$ cat config.mk
export PLATFORM = sky130hd
export DESIGN_NAME = bitcoin_job_host
export DESIGN_NICKNAME = d
export VERILOG_FILES = /design/src/rtl/bitcoin_job_host.sv
export SDC_FILE = /design/constraint.sdc
export NUM_CORES = 1
export LEC_CHECK = 0
export ABC_AREA = 1
export CELL_PAD_IN_SITES_DETAIL_PLACEMENT = 0
export CELL_PAD_IN_SITES_GLOBAL_PLACEMENT = 1
export CORE_MARGIN = 2
export CORE_UTILIZATION = 37
export CTS_CLUSTER_SIZE = 10
export DETAILED_ROUTE_END_ITERATION = 8
export GPL_TIMING_DRIVEN = 0
export PLACE_DENSITY_LB_ADDON = 0.1
export SKIP_CTS_REPAIR_TIMING = 1
export SYNTH_ARGS = -nofsm -noshare
export SYNTH_HDL_FRONTEND = slang
export SYNTH_SLANG_ARGS = --single-unit
$ cat constraint.sdc
create_clock -name clk -period 4.6 [get_ports clk]
set_clock_uncertainty 0.2 [all_clocks]
set_input_delay 0.92 -clock clk [delete_from_list [all_inputs] [get_ports clk]]
set_output_delay 0.92 -clock clk [all_outputs]
set_load 0.05 [all_outputs]
$ cat src/rtl/bitcoin_job_host.sv
`default_nettype none
// ============================================================================
// Module  : bitcoin_job_host
// Purpose : Loads a block header into shared memory, kicks the hasher, then
//           scans its result words for the minimum hash and checks the target.
// Rev     : 1.0
// ============================================================================
module bitcoin_job_host #(
  parameter int NUM_NONCES     = 16,
  parameter int HEADER_WORDS   = 19,
  parameter int TIMEOUT_CYCLES = 4096,
  localparam int NW = (NUM_NONCES > 1) ? $clog2(NUM_NONCES) : 1
) (
  input  logic          clk,
  input  logic          reset,
  input  logic          job_start,
  input  logic [15:0]   header_addr,
  input  logic [15:0]   hash_out_addr,
  input  logic [31:0]   target,
  input  logic          hdr_valid,
  input  logic [31:0]   hdr_data,
  output logic          hdr_ready,
  output logic          hash_start,
  input  logic          hash_done,
  output logic          mem_we,
  output logic [15:0]   mem_addr,
  output logic [31:0]   mem_wdata,
  input  logic [31:0]   mem_rdata,
  output logic          busy,
  output logic          result_valid,
  output logic          found,
  output logic [NW-1:0] best_nonce,
  output logic [31:0]   best_hash,
  output logic          timeout
);

  localparam int HW = $clog2(HEADER_WORDS + 1);
  localparam int RW = $clog2(NUM_NONCES + 1);
  localparam int TW = $clog2(TIMEOUT_CYCLES + 1);

  typedef enum logic [2:0] {
    S_IDLE      = 3'd0,
    S_LOAD      = 3'd1,
    S_KICK      = 3'd2,
    S_WAIT_LOW  = 3'd3,
    S_WAIT_HIGH = 3'd4,
    S_READ      = 3'd5,
    S_REPORT    = 3'd6
  } state_t;

  state_t          r_state, w_state_next;
  logic [15:0]     r_hdr_base, r_out_base;
  logic [31:0]     r_target;
  logic [HW-1:0]   r_word_cnt;
  logic [RW-1:0]   r_rd_cnt;
  logic [TW-1:0]   r_to_cnt;
  logic [31:0]     r_run_hash;
  logic [NW-1:0]   r_run_idx;
  logic            r_wr_we;
  logic [15:0]     r_wr_addr;
  logic [31:0]     r_wr_data;
  logic            r_found, r_timeout;
  logic [NW-1:0]   r_best_nonce;
  logic [31:0]     r_best_hash;

  logic            w_accept, w_consume, w_expired, w_issue;
  logic [31:0]     w_run_hash;
  logic [NW-1:0]   w_run_idx;

  always_comb begin
    w_state_next = r_state;
    w_accept     = (r_state == S_LOAD) && hdr_valid;
    w_consume    = (r_state == S_READ) && (r_rd_cnt != '0);
    w_issue      = (r_state == S_READ) && (r_rd_cnt < RW'(NUM_NONCES));
    w_expired    = (r_to_cnt == TW'(TIMEOUT_CYCLES - 1));
    w_run_hash   = r_run_hash;
    w_run_idx    = r_run_idx;
    // First consumed word seeds the minimum; strict compare keeps the lower index on ties.
    if (w_consume && ((r_rd_cnt == RW'(1)) || (mem_rdata < r_run_hash))) begin
      w_run_hash = mem_rdata;
      w_run_idx  = NW'(r_rd_cnt - RW'(1));
    end
    case (r_state)
      S_IDLE:      if (job_start) w_state_next = S_LOAD;
      S_LOAD:      if (w_accept && (r_word_cnt == HW'(HEADER_WORDS - 1))) w_state_next = S_KICK;
      S_KICK:      w_state_next = S_WAIT_LOW;
      S_WAIT_LOW:  if (w_expired) w_state_next = S_REPORT;
                   else if (!hash_done) w_state_next = S_WAIT_HIGH;
      S_WAIT_HIGH: if (w_expired) w_state_next = S_REPORT;
                   else if (hash_done) w_state_next = S_READ;
      S_READ:      if (r_rd_cnt == RW'(NUM_NONCES)) w_state_next = S_REPORT;
      S_REPORT:    w_state_next = S_IDLE;
      default:     w_state_next = S_IDLE;
    endcase
  end

  always_ff @(posedge clk) begin
    if (reset) begin
      r_state      <= S_IDLE;
      r_hdr_base   <= '0;
      r_out_base   <= '0;
      r_target     <= '0;
      r_word_cnt   <= '0;
      r_rd_cnt     <= '0;
      r_to_cnt     <= '0;
      r_run_hash   <= '0;
      r_run_idx    <= '0;
      r_wr_we      <= 1'b0;
      r_wr_addr    <= '0;
      r_wr_data    <= '0;
      r_found      <= 1'b0;
      r_timeout    <= 1'b0;
      r_best_nonce <= '0;
      r_best_hash  <= '0;
    end else begin
      r_state <= w_state_next;
      r_wr_we <= w_accept;
      if (w_accept) begin
        r_wr_addr  <= r_hdr_base + 16'(r_word_cnt);
        r_wr_data  <= hdr_data;
        r_word_cnt <= r_word_cnt + HW'(1);
      end
      if ((r_state == S_IDLE) && job_start) begin
        r_hdr_base <= header_addr;
        r_out_base <= hash_out_addr;
        r_target   <= target;
        r_word_cnt <= '0;
      end
      if (r_state == S_KICK) begin
        r_to_cnt <= '0;
        r_rd_cnt <= '0;
      end
      if ((r_state == S_WAIT_LOW) || (r_state == S_WAIT_HIGH)) begin
        r_to_cnt <= r_to_cnt + TW'(1);
        if (w_state_next == S_REPORT) begin
          r_found      <= 1'b0;
          r_timeout    <= 1'b1;
          r_best_nonce <= '0;
          r_best_hash  <= '0;
        end
      end
      if (r_state == S_READ) begin
        r_rd_cnt   <= r_rd_cnt + RW'(1);
        r_run_hash <= w_run_hash;
        r_run_idx  <= w_run_idx;
        if (w_state_next == S_REPORT) begin
          r_found      <= (w_run_hash < r_target);
          r_timeout    <= 1'b0;
          r_best_nonce <= w_run_idx;
          r_best_hash  <= w_run_hash;
        end
      end
    end
  end

  assign hdr_ready    = (r_state == S_LOAD);
  assign hash_start   = (r_state == S_KICK);
  assign busy         = (r_state != S_IDLE);
  assign result_valid = (r_state == S_REPORT);
  assign mem_we       = r_wr_we;
  assign mem_wdata    = r_wr_data;
  // Read addresses are driven combinationally so word 0 is presented in the first READ cycle.
  assign mem_addr     = w_issue ? (r_out_base + 16'(r_rd_cnt)) : r_wr_addr;
  assign found        = r_found;
  assign timeout      = r_timeout;
  assign best_nonce   = r_best_nonce;
  assign best_hash    = r_best_hash;

endmodule
`default_nettype wire

==> impl_metrics.env <==
export IMPL_run_status="completed"
export IMPL_postRouteAntennaNets=0
export IMPL_timing_hold_worst_class="reg2reg"
export IMPL_drt_first_pass_iters=5
export IMPL_crit_path_top_delay_cell="sky130_fd_sc_hd__clkdlybuf4s50_1"
export IMPL_grt_setup_unrepaired="false"
export IMPL_layout_worst_path_cycle_share=0.956
export IMPL_cts_tree="done"
export IMPL_multi_input_comb_area_um2=4990
export IMPL_timing_critical_path_from_type="flip-flop"
export IMPL_global_route_usage_met2=0.358
export IMPL_whs_path_depth=2
export IMPL_use_met1=0.270
export IMPL_layout_core_utilization=0.502
export IMPL_grtUsageTotal=0.209
export IMPL_crit_type="reg2out"
export IMPL_pwr_density_cell_nw_per_um2=324
export IMPL_die_h_um=171
export IMPL_tritoncts_num_sinks=213
export IMPL_synth_warnings=0
export IMPL_layout_nets=1869
export IMPL_timing_reg2reg_setup_slack_ns=0.73
export IMPL_max_cap_violations=0
export IMPL_grt_overflow=0
export IMPL_ir_worst_vdd_uv=216
export IMPL_wire_per_inst_um=15.3
export IMPL_critical_path_required_ns=3.48
export IMPL_global_route_wire_length_before_repair_mm=48.2
export IMPL_grt_start_max_net_pins=13
export IMPL_clkSlewWorstSetupHoldPaths_ns=0.05
export IMPL_postSynthRegisterBits=213
export IMPL_cp_cell_sequence="ha_1 -> nand2_1 -> nor2_1 -> a211oi_1 -> nor2_1 -> o21ai_0 -> nand2_1 -> nand3_1 -> xor2_1 -> nand2_1 -> o21ai_0 -> clkdlybuf4s50_1"
export IMPL_placement_io_buffers=222
export IMPL_globalplace_congestion=0.846
export IMPL_worst_r2r_end="found$_SDFF_PP0_"
export IMPL_worst_slack_ns=0.201
export IMPL_yosys_most_used_dff="sky130_fd_sc_hd__dfxtp_1"
export IMPL_worstHoldStart="r_hdr_base[4]$_SDFFE_PP0P_"
export IMPL_maxClockFrequency_mhz=227
export IMPL_detailedPlacementHpwl_mm=23.9
export IMPL_sequential_cell_area_um2=4270
export IMPL_worstRegToRegCells=24
export IMPL_initial_utilization=0.374
export IMPL_drc_errors=0
export IMPL_critical_path_reg2reg_startpoint="r_run_hash[15]$_SDFFE_PP0P_"
export IMPL_relSlewSlack=0.356
export IMPL_proportion_of_synthesized_chip_area_in_sequential_cells=0.412
export IMPL_finalWirelength_mm=31.3
export IMPL_critical_path_top_cell_by_count="sky130_fd_sc_hd__nand2_1"
export IMPL_clock_tree_buffer_depth=3
export IMPL_ctsRootBufferMaster="sky130_fd_sc_hd__clkbuf_16"
export IMPL_numCtsBuffers=26
export IMPL_drv_slew=0
export IMPL_syn_inst=1405
export IMPL_fraction_of_registers_with_async_set_or_reset_after_synthesis=0
export IMPL_drive_above_1_share=0.0456
export IMPL_depth_of_the_cts_h_tree=1
export IMPL_critical_path_max_fanout=4
export IMPL_worst_ep_arrival_time_ns=3.28
export IMPL_worst_slew_pin_slew_ns=0.965
export IMPL_clk_latency_ns=0.53
export IMPL_core_area_um2=27600
export IMPL_io_pins=224
export IMPL_power_leakage_nw=5.62
export IMPL_area_delta_synth_final_pct=34.3
export IMPL_detailedPlace_worstSlack_ns=-0.911
export IMPL_hold_path_endpoint="r_hdr_base[4]$_SDFFE_PP0P_"
export IMPL_synth_lib_cells_used_distinct=43
export IMPL_synth_enable_flop_cells=0
export IMPL_timing_final_hold_violations=0
export IMPL_post_route_min_period_ns=4.40
export IMPL_use_met3=0.0477
export IMPL_avgSynthCellArea_um2=7.36
export IMPL_vias_per_cell=4.72
export IMPL_grt_most_used_layer="met2"
export IMPL_setup_viol_count_final=0
export IMPL_crit_path_max_cell_delay_ns=0.84
export IMPL_crit_path_end_kind="output pin"
export IMPL_synth_area_um2=10300
export IMPL_initial_drc_count=519
export IMPL_syn_nets=1619
export IMPL_floorplan_die_area_um2=29300
export IMPL_number_of_global_route_vias_before_repair=9295
export IMPL_final_fill_count=2796
export IMPL_placement_rows=61
export IMPL_vias=9648
export IMPL_floorplan_die_width_um=171
export IMPL_antenna_found_initial=2
power by group:
part	internal [W]	switching, W	total, W
Clock	0.00114	0.000762	0.00191
Sequential	0.00193	0.0000374	0.00196
Combinational	0.000257	0.000375	0.000632
Total	0.00333	0.00117	0.00450
synthesized netlist by cell type, types with 2 or more instances:
| cell type | count | area [um2] |
|---|---|---|
| sky130_fd_sc_hd__nand2_2 | 3 | 18.8 |
| sky130_fd_sc_hd__nor2_2 | 3 | 18.8 |
| sky130_fd_sc_hd__buf_1 | 3 | 11.3 |
| sky130_fd_sc_hd__a221oi_1 | 2 | 17.5 |
| sky130_fd_sc_hd__inv_2 | 3 | 11.3 |
| sky130_fd_sc_hd__clkbuf_1 | 57 | 214 |
| sky130_fd_sc_hd__nand2_1 | 191 | 717 |
| sky130_fd_sc_hd__dfxtp_1 | 213 | 4260 |
| sky130_fd_sc_hd__and2_1 | 2 | 12.5 |
| sky130_fd_sc_hd__o31ai_1 | 2 | 15.0 |
| sky130_fd_sc_hd__a22oi_1 | 4 | 30.0 |
| sky130_fd_sc_hd__o21ai_0 | 180 | 901 |
| sky130_fd_sc_hd__fa_1 | 2 | 40.0 |
| sky130_fd_sc_hd__or2_2 | 2 | 12.5 |
| sky130_fd_sc_hd__nor2_1 | 163 | 612 |
| sky130_fd_sc_hd__buf_6 | 3 | 33.8 |
| sky130_fd_sc_hd__a31oi_1 | 2 | 12.5 |
| sky130_fd_sc_hd__o221a_2 | 2 | 22.5 |
| sky130_fd_sc_hd__nand3_1 | 22 | 110 |
| sky130_fd_sc_hd__o211ai_1 | 2 | 15.0 |
| sky130_fd_sc_hd__xor2_1 | 21 | 184 |
| sky130_fd_sc_hd__nor4_1 | 5 | 31.3 |
| sky130_fd_sc_hd__xnor2_1 | 3 | 26.3 |
| sky130_fd_sc_hd__inv_1 | 232 | 871 |
| sky130_fd_sc_hd__a211oi_1 | 10 | 75.1 |
| sky130_fd_sc_hd__a21oi_1 | 123 | 616 |
| sky130_fd_sc_hd__nand4_1 | 10 | 62.6 |
| sky130_fd_sc_hd__o22ai_1 | 31 | 194 |
| sky130_fd_sc_hd__nor3_1 | 16 | 80.1 |
| sky130_fd_sc_hd__ha_1 | 79 | 988 |
| sky130_fd_sc_hd__a311oi_1 | 2 | 17.5 |
flip-flops by register name, indices dropped and copies added (netlist names), 13 cells and up:
| signal | count |
|---|---|
| r_out_base | 16 |
| mem_wdata | 32 |
| r_run_hash | 32 |
| r_wr_addr | 16 |
| r_to_cnt | 13 |
| r_target | 32 |
| r_hdr_base | 16 |
| best_hash | 32 |
critical path, delay by kind of cell, from the launching register on:
family	cells	cell delay (ns)
adder cells (fa/ha/maj)	1	0.35
AO/OA/AOI/OAI	3	0.54
buffers and inverters	1	0.84
AND/OR/NAND/NOR	6	0.56
XOR/XNOR	1	0.16
flip-flops	1	0.32
cells in the final DEF, fill, tap and decap left out, types with 3 or more instances in the layout:
cell and n:
sky130_fd_sc_hd__inv_1 231, sky130_fd_sc_hd__clkdlybuf4s50_1 213, sky130_fd_sc_hd__dfxtp_1 212, sky130_fd_sc_hd__nand2_1 189
sky130_fd_sc_hd__o21ai_0 174, sky130_fd_sc_hd__nor2_1 161, sky130_fd_sc_hd__a21oi_1 122, sky130_fd_sc_hd__ha_1 79
sky130_fd_sc_hd__clkbuf_1 56, sky130_fd_sc_hd__o22ai_1 31, sky130_fd_sc_hd__clkbuf_16 27, sky130_fd_sc_hd__nand3_1 22
sky130_fd_sc_hd__xor2_1 21, sky130_fd_sc_hd__nor3_1 16, sky130_fd_sc_hd__nand4_1 10, sky130_fd_sc_hd__a211oi_1 9
sky130_fd_sc_hd__clkbuf_2 7, sky130_fd_sc_hd__o21ai_1 6, sky130_fd_sc_hd__clkbuf_8 6, sky130_fd_sc_hd__nor2_2 5
sky130_fd_sc_hd__dlymetal6s2s_1 5, sky130_fd_sc_hd__nand2_2 4, sky130_fd_sc_hd__inv_2 4, sky130_fd_sc_hd__a22oi_1 4
sky130_fd_sc_hd__buf_4 3, sky130_fd_sc_hd__xnor2_1 3, sky130_fd_sc_hd__buf_1 3, sky130_fd_sc_hd__buf_6 3
stage by stage:
step           cells  setup TNS [ns]  area (um2)  hold slack (ns)  power [W]
3_5_place_dp    2005           -1.10       13000            0.249    0.00264
4_1_cts         2043           -3.11       13800            0.257    0.00456
5_1_grt         2044               0       13900            0.277    0.00470
3_3_place_gp    2005           -1.06       13000            0.246    0.00264
2_1_floorplan   1405               0       10300            0.224    0.00236
6_report        2045               0       13900            0.251    0.00450
per-layer routing:
metal,vias up,part of all wire
met1,4370,0.46
li1,5056,-
met3,26,0.066
met5,-,0
met4,0,0.013
met2,196,0.47
layout make-up:
cell class | instances | share of cell area
multi-input combinational | 894 | 0.359
inverter | 235 | 0.0635
sequential | 213 | 0.307
clock buffer | 38 | 0.0560
timing repair buffer | 222 | 0.160
buffer | 63 | 0.0196
antenna | 2 | 0.000361
tap | 378 | 0.0341
cells by family after synthesis:
kind of cell | Yosys count | share of synthesized area
AO/OA/AOI/OAI | 368 | 0.192
XOR/XNOR | 24 | 0.0203
adder cells (fa/ha/maj) | 81 | 0.0995
buffers and inverters | 298 | 0.110
flip-flops | 213 | 0.412
AND/OR/NAND/NOR | 421 | 0.166
worst max path at each step:
stage	endpoint	cells past startpoint	slack, ns	start
floorplan	mem_addr[10]	11	0.40	r_rd_cnt[0]$_SDFFE_PP0P_
global placement	found$_SDFF_PP0_	22	-0.88	mem_rdata[23]
detailed placement	found$_SDFF_PP0_	22	-0.91	mem_rdata[23]
CTS	mem_addr[14]	13	-0.75	r_rd_cnt[0]$_SDFFE_PP0P_
global route	found$_SDFF_PP0_	24	0.003	mem_rdata[5]
finish	mem_addr[7]	12	0.20	r_out_base[2]$_SDFFE_PP0P_
Note: power is estimated with default switching activity, not from simulation.
